[config.mk]
export PLATFORM = sky130hd
export DESIGN_NAME = io_ctrl_seq
export DESIGN_NICKNAME = d
export VERILOG_FILES = /design/src/rtl/io_ctrl_seq.sv
export SDC_FILE = /design/constraint.sdc
export NUM_CORES = 1
export LEC_CHECK = 0
export ABC_CLOCK_PERIOD_IN_PS = 2900
export BUFFER_PORTS_ARGS = -buffer_cell sky130_fd_sc_hd__buf_2
export CORE_MARGIN = 5
export CORE_UTILIZATION = 60
export DETAILED_ROUTE_END_ITERATION = 16
export PLACE_DENSITY = 0.79
export SETUP_SLACK_MARGIN = 0.2
export SLEW_MARGIN = 15
export SYNTH_ARGS = -nofsm -noshare
export SYNTH_HDL_FRONTEND = slang
export SYNTH_SLANG_ARGS = --single-unit
[constraint.sdc]
create_clock -name i_sys_clk -period 2.9 [get_ports i_sys_clk]
set_input_delay 0.29 -clock i_sys_clk [delete_from_list [all_inputs] [get_ports i_sys_clk]]
set_output_delay 0.29 -clock i_sys_clk [all_outputs]
set_load 0.005 [all_outputs]
[src/rtl/io_ctrl_seq.sv]
// Board I/O controller: register bus, LEDs/PMOD, break-before-make RF sequencer, button debounce.
// Latency: register read data 1 clk after fetch; RF pattern applied 1+GUARD_CYCLES clks after target change.
// Backpressure: none; bus strobes are single-cycle and always accepted, fetch wins over load.
module io_ctrl_seq #(
  parameter int          NUM_RF_PINS     = 8,
  parameter int          PMOD_WIDTH      = 4,
  parameter logic [7:0]  SAFE_PATTERN    = 8'h56,
  parameter int          GUARD_CYCLES    = 16,
  parameter int          SETTLE_CYCLES   = 64,
  parameter int          DEBOUNCE_CYCLES = 1024
) (
  input  logic                   i_sys_clk,
  input  logic                   i_rst_b,
  input  logic [4:0]             i_ioc,
  input  logic [7:0]             i_data_in,
  output logic [7:0]             o_data_out,
  input  logic                   i_cs,
  input  logic                   i_fetch_cmd,
  input  logic                   i_load_cmd,
  input  logic                   i_button,
  input  logic [3:0]             i_config,
  output logic                   o_led0,
  output logic                   o_led1,
  output logic [PMOD_WIDTH-1:0]  o_pmod,
  output logic [PMOD_WIDTH-1:0]  o_pmod_dir,
  output logic [NUM_RF_PINS-1:0] o_rf_pins,
  output logic                   o_rf_busy,
  output logic                   o_btn_irq
);

  localparam int CNT_MAX = (GUARD_CYCLES > SETTLE_CYCLES) ? GUARD_CYCLES : SETTLE_CYCLES;
  localparam int CW      = $clog2(CNT_MAX + 1);
  localparam int DW      = $clog2(DEBOUNCE_CYCLES);

  localparam logic [CW-1:0]          GUARD_LD  = CW'(GUARD_CYCLES - 1);
  localparam logic [CW-1:0]          SETTLE_LD = CW'(SETTLE_CYCLES - 1);
  localparam logic [DW-1:0]          DB_LAST   = DW'(DEBOUNCE_CYCLES - 1);
  localparam logic [NUM_RF_PINS-1:0] SAFE_RF   = SAFE_PATTERN[NUM_RF_PINS-1:0];

  typedef enum logic [1:0] {S_IDLE, S_GUARD, S_SETTLE} state_t;

  // Register file state
  logic [1:0]            dbg_q;
  logic [2:0]            rf_mode_q;
  logic                  led0_q, led1_q;
  logic [PMOD_WIDTH-1:0] pmod_dir_q, pmod_val_q;
  logic [7:0]            rf_dbg_q;
  logic [2:0]            tbl_addr_q;
  logic [7:0]            tbl_q [8];
  logic [7:0]            data_out_q;
  logic [7:0]            rd_dat;

  // Sequencer state
  state_t                state_q, state_d;
  logic [CW-1:0]         cnt_q, cnt_d;
  logic [NUM_RF_PINS-1:0] pins_q, pins_d;
  logic                  busy_q;
  logic [NUM_RF_PINS-1:0] target;
  logic                  tgt_diff;

  // Button state
  logic                  btn_s1_q, btn_s2_q, btn_db_q;
  logic [DW-1:0]         db_cnt_q;
  logic                  btn_accept, btn_press;
  logic                  irq_q, irq_d;

  // Bus decode: a simultaneous fetch suppresses the load
  logic bus_rd, bus_wr, status_rd;
  assign bus_rd    = i_cs & i_fetch_cmd;
  assign bus_wr    = i_cs & i_load_cmd & ~i_fetch_cmd;
  assign status_rd = bus_rd & (i_ioc == 5'h08);

  // Read mux for the addressed register
  always_comb begin
    rd_dat = 8'h00;
    case (i_ioc)
      5'h00: rd_dat = 8'h02;
      5'h01: rd_dat = {busy_q, 2'b00, rf_mode_q, dbg_q};
      5'h02: rd_dat = {btn_db_q, i_config, 1'b0, led1_q, led0_q};
      5'h03: rd_dat[PMOD_WIDTH-1:0] = pmod_dir_q;
      5'h04: rd_dat[PMOD_WIDTH-1:0] = pmod_val_q;
      5'h05: rd_dat[NUM_RF_PINS-1:0] = pins_q;
      5'h06: rd_dat = {5'b00000, tbl_addr_q};
      5'h07: rd_dat = tbl_q[tbl_addr_q];
      5'h08: rd_dat = {6'b000000, irq_q, busy_q};
      default: rd_dat = 8'h00;
    endcase
  end

  // Read data register: captures on fetch, holds otherwise
  always_ff @(posedge i_sys_clk or negedge i_rst_b) begin
    if (!i_rst_b) data_out_q <= 8'h00;
    else if (bus_rd) data_out_q <= rd_dat;
  end

  // Control register writes
  always_ff @(posedge i_sys_clk or negedge i_rst_b) begin
    if (!i_rst_b) begin
      dbg_q      <= 2'b00;
      rf_mode_q  <= 3'd0;
      led0_q     <= 1'b0;
      led1_q     <= 1'b0;
      pmod_dir_q <= '0;
      pmod_val_q <= '0;
      rf_dbg_q   <= 8'h00;
      tbl_addr_q <= 3'd0;
    end else if (bus_wr) begin
      case (i_ioc)
        5'h01: begin
          dbg_q     <= i_data_in[1:0];
          rf_mode_q <= i_data_in[4:2];
        end
        5'h02: begin
          led0_q <= i_data_in[0];
          led1_q <= i_data_in[1];
        end
        5'h03: pmod_dir_q <= i_data_in[PMOD_WIDTH-1:0];
        5'h04: pmod_val_q <= i_data_in[PMOD_WIDTH-1:0];
        5'h05: rf_dbg_q   <= i_data_in;
        5'h06: tbl_addr_q <= i_data_in[2:0];
        default: ;
      endcase
    end
  end

  // Mode table: all entries start at the safe pattern
  always_ff @(posedge i_sys_clk or negedge i_rst_b) begin
    if (!i_rst_b) begin
      for (int i = 0; i < 8; i++) tbl_q[i] <= SAFE_PATTERN;
    end else if (bus_wr && (i_ioc == 5'h07)) begin
      tbl_q[tbl_addr_q] <= i_data_in;
    end
  end

  // Desired pattern: raw debug value only for dbg==01, table otherwise
  assign target   = (dbg_q == 2'b01) ? rf_dbg_q[NUM_RF_PINS-1:0]
                                     : tbl_q[rf_mode_q][NUM_RF_PINS-1:0];
  assign tgt_diff = (target != pins_q);

  // Sequencer state, pin and counter registers
  always_ff @(posedge i_sys_clk or negedge i_rst_b) begin
    if (!i_rst_b) begin
      state_q <= S_IDLE;
      cnt_q   <= '0;
      pins_q  <= SAFE_RF;
      busy_q  <= 1'b0;
    end else begin
      state_q <= state_d;
      cnt_q   <= cnt_d;
      pins_q  <= pins_d;
      busy_q  <= (state_d != S_IDLE);
    end
  end

  // Sequencer next state; the guard is never restarted by a change during GUARD
  always_comb begin
    state_d = state_q;
    case (state_q)
      S_IDLE:   if (tgt_diff) state_d = S_GUARD;
      S_GUARD:  if (cnt_q == '0) state_d = S_SETTLE;
      S_SETTLE: begin
        if (tgt_diff)          state_d = S_GUARD;
        else if (cnt_q == '0)  state_d = S_IDLE;
      end
      default:  state_d = S_IDLE;
    endcase
  end

  // Sequencer outputs: safe pattern on entry to guard, target at guard expiry
  always_comb begin
    pins_d = pins_q;
    cnt_d  = cnt_q;
    case (state_q)
      S_IDLE: begin
        if (tgt_diff) begin
          pins_d = SAFE_RF;
          cnt_d  = GUARD_LD;
        end
      end
      S_GUARD: begin
        if (cnt_q == '0) begin
          pins_d = target;
          cnt_d  = SETTLE_LD;
        end else begin
          cnt_d = cnt_q - 1'b1;
        end
      end
      S_SETTLE: begin
        if (tgt_diff) begin
          pins_d = SAFE_RF;
          cnt_d  = GUARD_LD;
        end else if (cnt_q != '0) begin
          cnt_d = cnt_q - 1'b1;
        end
      end
      default: begin
        pins_d = SAFE_RF;
        cnt_d  = '0;
      end
    endcase
  end

  // Button: accept a new level on the DEBOUNCE_CYCLES-th consecutive differing sample
  assign btn_accept = (btn_s2_q != btn_db_q) && (db_cnt_q == DB_LAST);
  assign btn_press  = btn_accept && btn_s2_q;

  // Synchroniser and debounce counter
  always_ff @(posedge i_sys_clk or negedge i_rst_b) begin
    if (!i_rst_b) begin
      btn_s1_q <= 1'b0;
      btn_s2_q <= 1'b0;
      btn_db_q <= 1'b0;
      db_cnt_q <= '0;
    end else begin
      btn_s1_q <= i_button;
      btn_s2_q <= btn_s1_q;
      if (btn_s2_q == btn_db_q) begin
        db_cnt_q <= '0;
      end else if (btn_accept) begin
        btn_db_q <= btn_s2_q;
        db_cnt_q <= '0;
      end else begin
        db_cnt_q <= db_cnt_q + 1'b1;
      end
    end
  end

  // Sticky press flag: a new press beats a status-read clear on the same clk
  always_comb begin
    irq_d = irq_q;
    if (btn_press)      irq_d = 1'b1;
    else if (status_rd) irq_d = 1'b0;
  end

  // Press flag register
  always_ff @(posedge i_sys_clk or negedge i_rst_b) begin
    if (!i_rst_b) irq_q <= 1'b0;
    else          irq_q <= irq_d;
  end

  assign o_data_out = data_out_q;
  assign o_led0     = led0_q;
  assign o_led1     = led1_q;
  assign o_pmod     = pmod_val_q;
  assign o_pmod_dir = pmod_dir_q;
  assign o_rf_pins  = pins_q;
  assign o_rf_busy  = busy_q;
  assign o_btn_irq  = irq_q;

endmodule

==> results of run 1 <==
through the flow:
stage                     area [um^2]  setup WS [ps]  utilization, %  cells
final                            8107          233.7           71.30    809
after global routing             8107          134.8           71.30    809
after CTS                        8038          201.8           70.69    807
after detailed placement         7431          190.3           65.36    773
after global placement           7431          244.1           65.36    773
after floorplan                  6954          486.9               -    591
registers in the layout, indices dropped and copies added (netlist names):
name        cells
o_rf_pins       8
rf_mode_q       3
dbg_q           2
o_pmod_dir      4
o_pmod          4
o_btn_irq       1
btn_s1_q        1
cnt_q           7
tbl_q          64
o_led0          1
rf_dbg_q        8
btn_s2_q        1
o_led1          1
o_rf_busy       1
tbl_addr_q      3
state_q         2
o_data_out      8
db_cnt_q       10
btn_db_q        1
worst min-delay path, stage by stage:
cell and delay, ps:
buf_2 80, a221oi_1 70, o21ai_0 140
cell type report:
type / instances / area share, %
timing repair buffer: 76 / 6.112
tap: 143 / 2.207
clock buffer: 18 / 5.418
clock inverter: 14 / 1.713
sequential: 130 / 40.70
multi-input combinational: 420 / 43.48
inverter: 8 / 0.3704
power by group through the flow:
stage / Clock (uW) / Combinational [uW] / Sequential, uW
after CTS: 2110 / 818 / 2170
final: 2100 / 850 / 2180
after detailed placement: 0 / 800 / 2190
after global routing: 2190 / 939 / 2190
after global placement: 0 / 768 / 2180
after floorplan: 0 / 585 / 2110
worst min-delay path by stage:
stage / endpoint / start / slack (ps)
final: o_data_out[5]$_DFFE_PN0P_ / i_config[2] / 190
after global routing: o_data_out[5]$_DFFE_PN0P_ / i_config[2] / 220
after CTS: o_data_out[5]$_DFFE_PN0P_ / i_config[2] / 180
after detailed placement: btn_s2_q$_DFF_PN0_ / btn_s1_q$_DFF_PN0_ / 350
after global placement: btn_s2_q$_DFF_PN0_ / btn_s1_q$_DFF_PN0_ / 340
after floorplan: btn_db_q$_DFFE_PN0P_ / i_rst_b / -6
cells in the final DEF (no fill, tap or decap), types with 5 or more instances in the layout:
| cell type | synthesis | final |
|---|---|---|
| a21oi_1 | 20 | 20 |
| nor2b_1 | 6 | 5 |
| clkbuf_16 | 0 | 18 |
| nor2_1 | 51 | 50 |
| o21ai_0 | 24 | 24 |
| a22oi_1 | 5 | 5 |
| nor3_1 | 10 | 10 |
| buf_4 | 1 | 22 |
| mux2i_1 | 36 | 34 |
| mux4_2 | 13 | 15 |
| buf_2 | 2 | 49 |
| nand3_1 | 14 | 14 |
| xnor2_1 | 16 | 15 |
| clkinv_2 | 0 | 6 |
| inv_1 | 8 | 8 |
| nand2_1 | 39 | 37 |
| xor2_1 | 7 | 7 |
| mux2_2 | 93 | 93 |
| dfrtp_1 | 94 | 93 |
| dfstp_2 | 36 | 36 |
| a31oi_1 | 5 | 5 |
| a22o_1 | 10 | 10 |
per-layer routing:
metal  global-route usage (%)  vias up  share of wire (%)
met4                    9.749        0                2.2
met5                        0        -                  0
met2                    39.60      205                 49
li1                         -     2307                  -
met1                    33.16     2622                 42
met3                    6.776       35                6.5
cell families (layout without fill, tap and decap cells):
group                      after synthesis  after routing
buffers and inverters                   41            116
AOI/OAI and AO/OA                       94             94
adders and majority gates                2              2
DFF                                    130            130
xor gates and xnor gates                23             23
and+or+nand+nor                        153            153
muxes                                  148            148
what timing repair did:
item	CTS	global route
setup buffers	0	1
cloned	0	1
endpoints found under the setup margin	2	16
resized for setup	2	12
pin swaps	0	2
hold buffers	2	0
endpoints found under the hold margin	31	0
==> results.sh, run 1 <==
export IMPL_io_buffers=50
export IMPL_grt_pass1_vias=5124
export IMPL_drv_cap=0
export IMPL_layout_min_cycle_time_ps=2666
export IMPL_ys_top_cells_by_count="94 x dfrtp_1, 93 x mux2_2, 51 x nor2_1, 39 x nand2_1"
export IMPL_synth_simple_gate_area_share_pct=10.78
export IMPL_async_flop_share_pct=100.0
export IMPL_hp_class="in -> reg"
export IMPL_cp_slowest_cell="mux4_1"
export IMPL_detail_route_iter0_violations=431
export IMPL_worst_path_stages=9
export IMPL_r2r_slack_ps=230
export IMPL_grtUsageTotal_pct=25.08
export IMPL_syn_to_final_growth_pct=16.57
export IMPL_detail_route_antenna_nets=0
export IMPL_arrival_ps=2940
export IMPL_routed_wl_mm=17.22
export IMPL_cp_buffers_inverters=1
export IMPL_yosysTopAreaCellShare_pct=33.83
export IMPL_grt_max_degree=56
export IMPL_synthMuxAreaShare_pct=26.54
export IMPL_synth_area_leader_cell="dfrtp_1"
export IMPL_cts_max_level=4
export IMPL_swShare_pct=28.75
export IMPL_cts_buffers=17
export IMPL_rr_endpoint="o_rf_busy$_DFF_PN0_"
export IMPL_yosysWarningCount=0
export IMPL_setup_violations=0
export IMPL_clk_path_buf_depth=2
export IMPL_grt_first_pass_wirelength_mm=27.43
export IMPL_synth_top_family_by_area="multiplexers"
export IMPL_seq_power_share_pct=42.5
export IMPL_cp_top_family="multiplexers"
export IMPL_slew_headroom_pct=50.26
export IMPL_endpoint_kind="flip-flop"
export IMPL_finalHoldViolCount=0
export IMPL_power_switching_uw=1472
export IMPL_synth_xor_area_share_pct=2.897
export IMPL_syn_area_um2=6954
export IMPL_critPathCapture="o_rf_busy$_DFF_PN0_"
export IMPL_clock_latency_ps=430
export IMPL_antenna_found_initial=0
export IMPL_syn_avg_cell_area_um2=11.77
export IMPL_io_pins=51
export IMPL_first_pass_iters=5
export IMPL_drc=0
export IMPL_synth_compound_area_share_pct=9.482
export IMPL_fillerInstances=783
export IMPL_syn_inst=591
export IMPL_cts_tree="done"
export IMPL_fp_dieW_um=117.7
export IMPL_reg2reg_depth=9
export IMPL_seq_area_frac_synth_pct=47.43
export IMPL_irDropWorstVdd_uv=536.6
export IMPL_die_area_um2=13840
export IMPL_grt_overflow_total=0
export IMPL_rsz0062_at_grt="true"
export IMPL_power_share_clock_pct=40.9
export IMPL_place_hpwl_mm=12.04
export IMPL_tns_ps=0
export IMPL_start_kind="flip-flop"
export IMPL_p_leak_uw=0.003543
export IMPL_synth_seq_cells=130
export IMPL_skew_ps=6.345
export IMPL_synth_flop_cell="dfrtp_1"
export IMPL_status="finished, final reports clean"
export IMPL_power_internal_uw=3649
export IMPL_period_share_pct=91.94
export IMPL_post_drt_wl_per_cell_um=21.29
export IMPL_initial_core_util_pct=61.16
export IMPL_p_per_area_nw_per_um2=631.7
export IMPL_multiInputGateArea_um2=3525
export IMPL_worstPathRequired_ps=3180
export IMPL_cts_num_sinks=130
export IMPL_worst_hold_slack_ps=190.8
export IMPL_timing_worst_setup_path_type="reg -> reg"
export IMPL_layout_nets=678
export IMPL_p_total_uw=5121
export IMPL_synth_area_leaders="dfrtp_1 34%, mux2_2 15%, dfstp_2 14%, mux2i_1 5.2%, mux4_2 4.2%"
export IMPL_fmax_ghz=0.3750
export IMPL_cp_max_fo=14
export IMPL_yosysMostFrequentCell="dfrtp_1"
export IMPL_synth_edf_count=0
export IMPL_gp_congestion=0.9177
export IMPL_antenna_cells=0
export IMPL_ys_types=58
export IMPL_via_per_inst=6.389
export IMPL_power_frac_comb_pct=16.6
export IMPL_num_rows=39
export IMPL_worstReg2RegStart="rf_mode_q[0]$_DFFE_PN0P_"
export IMPL_clock_root_buffer="clkbuf_16"
export IMPL_slew_viol_final=0
export IMPL_dr_total_vias=5169
export IMPL_crit_path_start="rf_mode_q[0]$_DFFE_PN0P_"
export IMPL_core_um2=11370
export IMPL_critical_path_max_stage_delay_ps=580
export IMPL_synth_fp_nets=616
export IMPL_regArea_um2=3299
export IMPL_worstMarginPinSlew_ps=746.0
export IMPL_synthAdderAreaFrac_pct=0.3598
export IMPL_path_cells="buf_12 -> mux4_1 -> mux2i_2 -> xnor2_1 -> nor4_4 -> nor2_1 -> or2_2 -> a21oi_1 -> o21ai_0"
export IMPL_clk_pin_slew_ps=60
export IMPL_min_path_cells=3
export IMPL_drive_above_1_share_pct=41.59
export IMPL_die_h_um=117.7
No activity file was read; power rests on OpenSTA's default activity.
==> run 2: changes to the inputs <==
Settings changed: ABC_CLOCK_PERIOD_IN_PS 2900 to 2500, RECOVER_POWER from default to 25, SETUP_SLACK_MARGIN 0.2 to 0.5.
Clock period 2.9 ns to 2.5 ns, I/O delays scaled along.
==> run 2 against run 1 <==
Compared with the run above:
- total power is 19% higher
- register-to-register slack worse by 340 ps
- first-iteration DRC count is 6.5% higher
- the flow now finishes with violations (capacitance limit, slew limit, setup timing)
- clock skew is 5.2 ps higher
- fmax is 2.2% higher
- combinational power is 32% higher
- sequential share of layout area is 1.8 points lower
- setup slack worse by 340 ps
- via count is 2.4% higher
- critical endpoint is now cnt_q[3]$_DFFE_PN0P_
- clock power is 17% higher
- cell area is 4.8% higher
- global-route usage is 1.5 points higher
- largest cell class unchanged
==> results.sh, run 2 (synthesis gave the netlist of run 1 again) <==
export IMPL_status="finished with violations"
export IMPL_violations="capacitance limit, slew limit, setup timing"
export IMPL_drive_above_1_share_pct=46.25
export IMPL_slew_headroom_pct=-14.07
export IMPL_layout_commonest_cell="mux2_2"
export IMPL_routed_wl_mm=18.32
export IMPL_dr_total_vias=5292
export IMPL_slew_viol_final=131
export IMPL_swShare_pct=27.96
export IMPL_cts_buffers=17
export IMPL_cp_max_fo=8
export IMPL_layout_nets=706
export IMPL_post_drt_wl_per_cell_um=21.88
export IMPL_hp_class="in -> reg"
export IMPL_initial_core_util_pct=61.16
export IMPL_cp_slowest_cell="mux4_2"
export IMPL_critical_path_max_stage_delay_ps=540
export IMPL_worstMarginPinSlew_ps=1711
export IMPL_power_frac_comb_pct=18.4
export IMPL_clk_path_buf_depth=2
export IMPL_period_share_pct=104.4
export IMPL_place_area_um2=7592
export IMPL_cts_max_level=4
export IMPL_via_per_inst=6.323
export IMPL_final_util_pct=74.70
export IMPL_worst_path_stages=9
export IMPL_grt_pass1_vias=5409
export IMPL_num_rows=39
export IMPL_arrival_ps=2890
export IMPL_cp_buffers_inverters=1
export IMPL_clock_latency_ps=430
export IMPL_fmax_ghz=0.3832
export IMPL_die_area_um2=13840
export IMPL_layout_min_cycle_time_ps=2609
export IMPL_worstPathRequired_ps=2780
export IMPL_irDropWorstVdd_uv=474.6
export IMPL_endpoint_kind="flip-flop"
export IMPL_reg_largest_list="tbl_q: 64 flops, db_cnt_q: 10 flops"
export IMPL_antenna_found_initial=0
export IMPL_cts_tree="done"
export IMPL_power_internal_uw=4400
export IMPL_path_cells="buf_12 -> mux4_2 -> mux2i_4 -> xnor2_2 -> nor4_4 -> nor2_1 -> or2_4 -> a211oi_2 -> o22ai_1"
export IMPL_detail_route_iter0_violations=459
export IMPL_io_buffers=50
export IMPL_p_leak_uw=0.003720
export IMPL_die_h_um=117.7
export IMPL_cp_top_family="simple AND/OR/NAND/NOR gates"
export IMPL_gp_congestion=0.9448
export IMPL_start_kind="flip-flop"
export IMPL_detail_route_antenna_nets=0
export IMPL_reg2reg_depth=9
export IMPL_grtUsageTotal_pct=26.58
export IMPL_final_cell_mix="93 x mux2_2, 90 x dfrtp_1, 49 x buf_2"
export IMPL_met2_usage_pct=43.03
export IMPL_first_pass_iters=5
export IMPL_syn_to_final_growth_pct=22.13
export IMPL_p_per_area_nw_per_um2=719.2
export IMPL_grt_max_degree=131
export IMPL_grt_overflow_total=0
export IMPL_place_hpwl_mm=12.13
export IMPL_setup_ws_ps=-109.5
export IMPL_finalHoldViolCount=0
export IMPL_cts_num_sinks=130
export IMPL_gr_usage_met1_pct=34.11
export IMPL_timing_worst_setup_path_type="reg -> reg"
export IMPL_finalInstanceArea_um2=8493
export IMPL_largest_register_ffs=64
export IMPL_skew_ps=11.54
export IMPL_clock_root_buffer="clkbuf_16"
export IMPL_power_share_clock_pct=40.1
export IMPL_setup_violations=13
export IMPL_busiest_layer="met2"
export IMPL_grt_first_pass_wirelength_mm=29.15
export IMPL_core_um2=11370
export IMPL_antenna_cells=0
export IMPL_fp_dieW_um=117.7
export IMPL_rsz0062_at_grt="true"
export IMPL_clk_pin_slew_ps=50
export IMPL_power_switching_uw=1708
export IMPL_regMostFlops="tbl_q"
export IMPL_drv_cap=1
export IMPL_drc=0
export IMPL_io_pins=51
export IMPL_seq_power_share_pct=41.5
export IMPL_grtUsageMet3_pct=7.400
export IMPL_min_path_cells=3
run 2: cell count changes in the layout (fill, tap and decap cells not counted), sizes merged:
cell      previous run  this run
inv                  9         8
clkbuf              19        29
clkinvlp             3         0
buf                 73       100
clkinv               8         3
run 2: final timing paths:
kind / start / to / slack (ps)
min: i_config[3] / o_data_out[6]$_DFFE_PN0P_ / 150
max reg2reg: rf_mode_q[0]$_DFFE_PN0P_ / cnt_q[3]$_DFFE_PN0P_ / -110
max in group asynchronous: i_rst_b / tbl_addr_q[1]$_DFFE_PN0P_ / 300
min in group asynchronous: i_rst_b / o_data_out[7]$_DFFE_PN0P_ / 940
max: rf_mode_q[0]$_DFFE_PN0P_ / cnt_q[3]$_DFFE_PN0P_ / -110
min reg2reg: btn_s1_q$_DFF_PN0_ / btn_s2_q$_DFF_PN0_ / 350
run 2: tightest hold or removal path: stages:
cell	delay, ps
buf_2	90
a221oi_1	60
o21ai_0	130
run 2: stage by stage:
step                      power, uW  std cells  setup TNS [ps]  worst slack [ps]  hold slack [ps]
after floorplan                3150        591               0             155.6           -45.59
after global placement         3482        787          -40.61            -33.53            342.1
after detailed placement       3530        787          -141.1            -84.30            343.4
after CTS                      6051        829          -129.2            -51.33            142.8
after global routing           6351        837           -2314            -185.7            187.3
final                          6108        837          -438.0            -109.5            151.6
run 2: metal layers:
metal	part of all wire [%]	wire length, um	vias to the layer above
li1	-	-	2361
met1	41	7564	2637
met5	0	0	-
met2	49	9064	245
met4	2.9	538	0
met3	6.3	1147	49
run 2: area by class of cell:
type | instances | area [um^2]
Tap cell | 143 | 178.9
Sequential cell | 130 | 3306
Clock inverter | 5 | 75.07
Clock buffer | 27 | 503.0
Inverter | 8 | 30.03
Timing Repair Buffer | 104 | 752.0
Fill cell | 715 | 2877
Multi-Input combinational cell | 420 | 3649
run 2: what timing repair did:
item / 4_1_cts / 5_1_grt
gates cloned: 1 / 0
buffers inserted: 7 / 8
hold buffers: 2 / 0
gates resized for setup: 22 / 18
pin swaps: 7 / 4
endpoints found under the hold margin: 95 / 0
setup endpoints to repair: 72 / 33
run 2: power groups by stage:
stage / clock, uW / combinational (uW) / sequential [uW]
3_3_place_gp: 0 / 943 / 2540
5_1_grt: 2580 / 1220 / 2560
4_1_cts: 2470 / 1060 / 2520
6_report: 2450 / 1120 / 2540
2_1_floorplan: 0 / 698 / 2450
3_5_place_dp: 0 / 978 / 2550
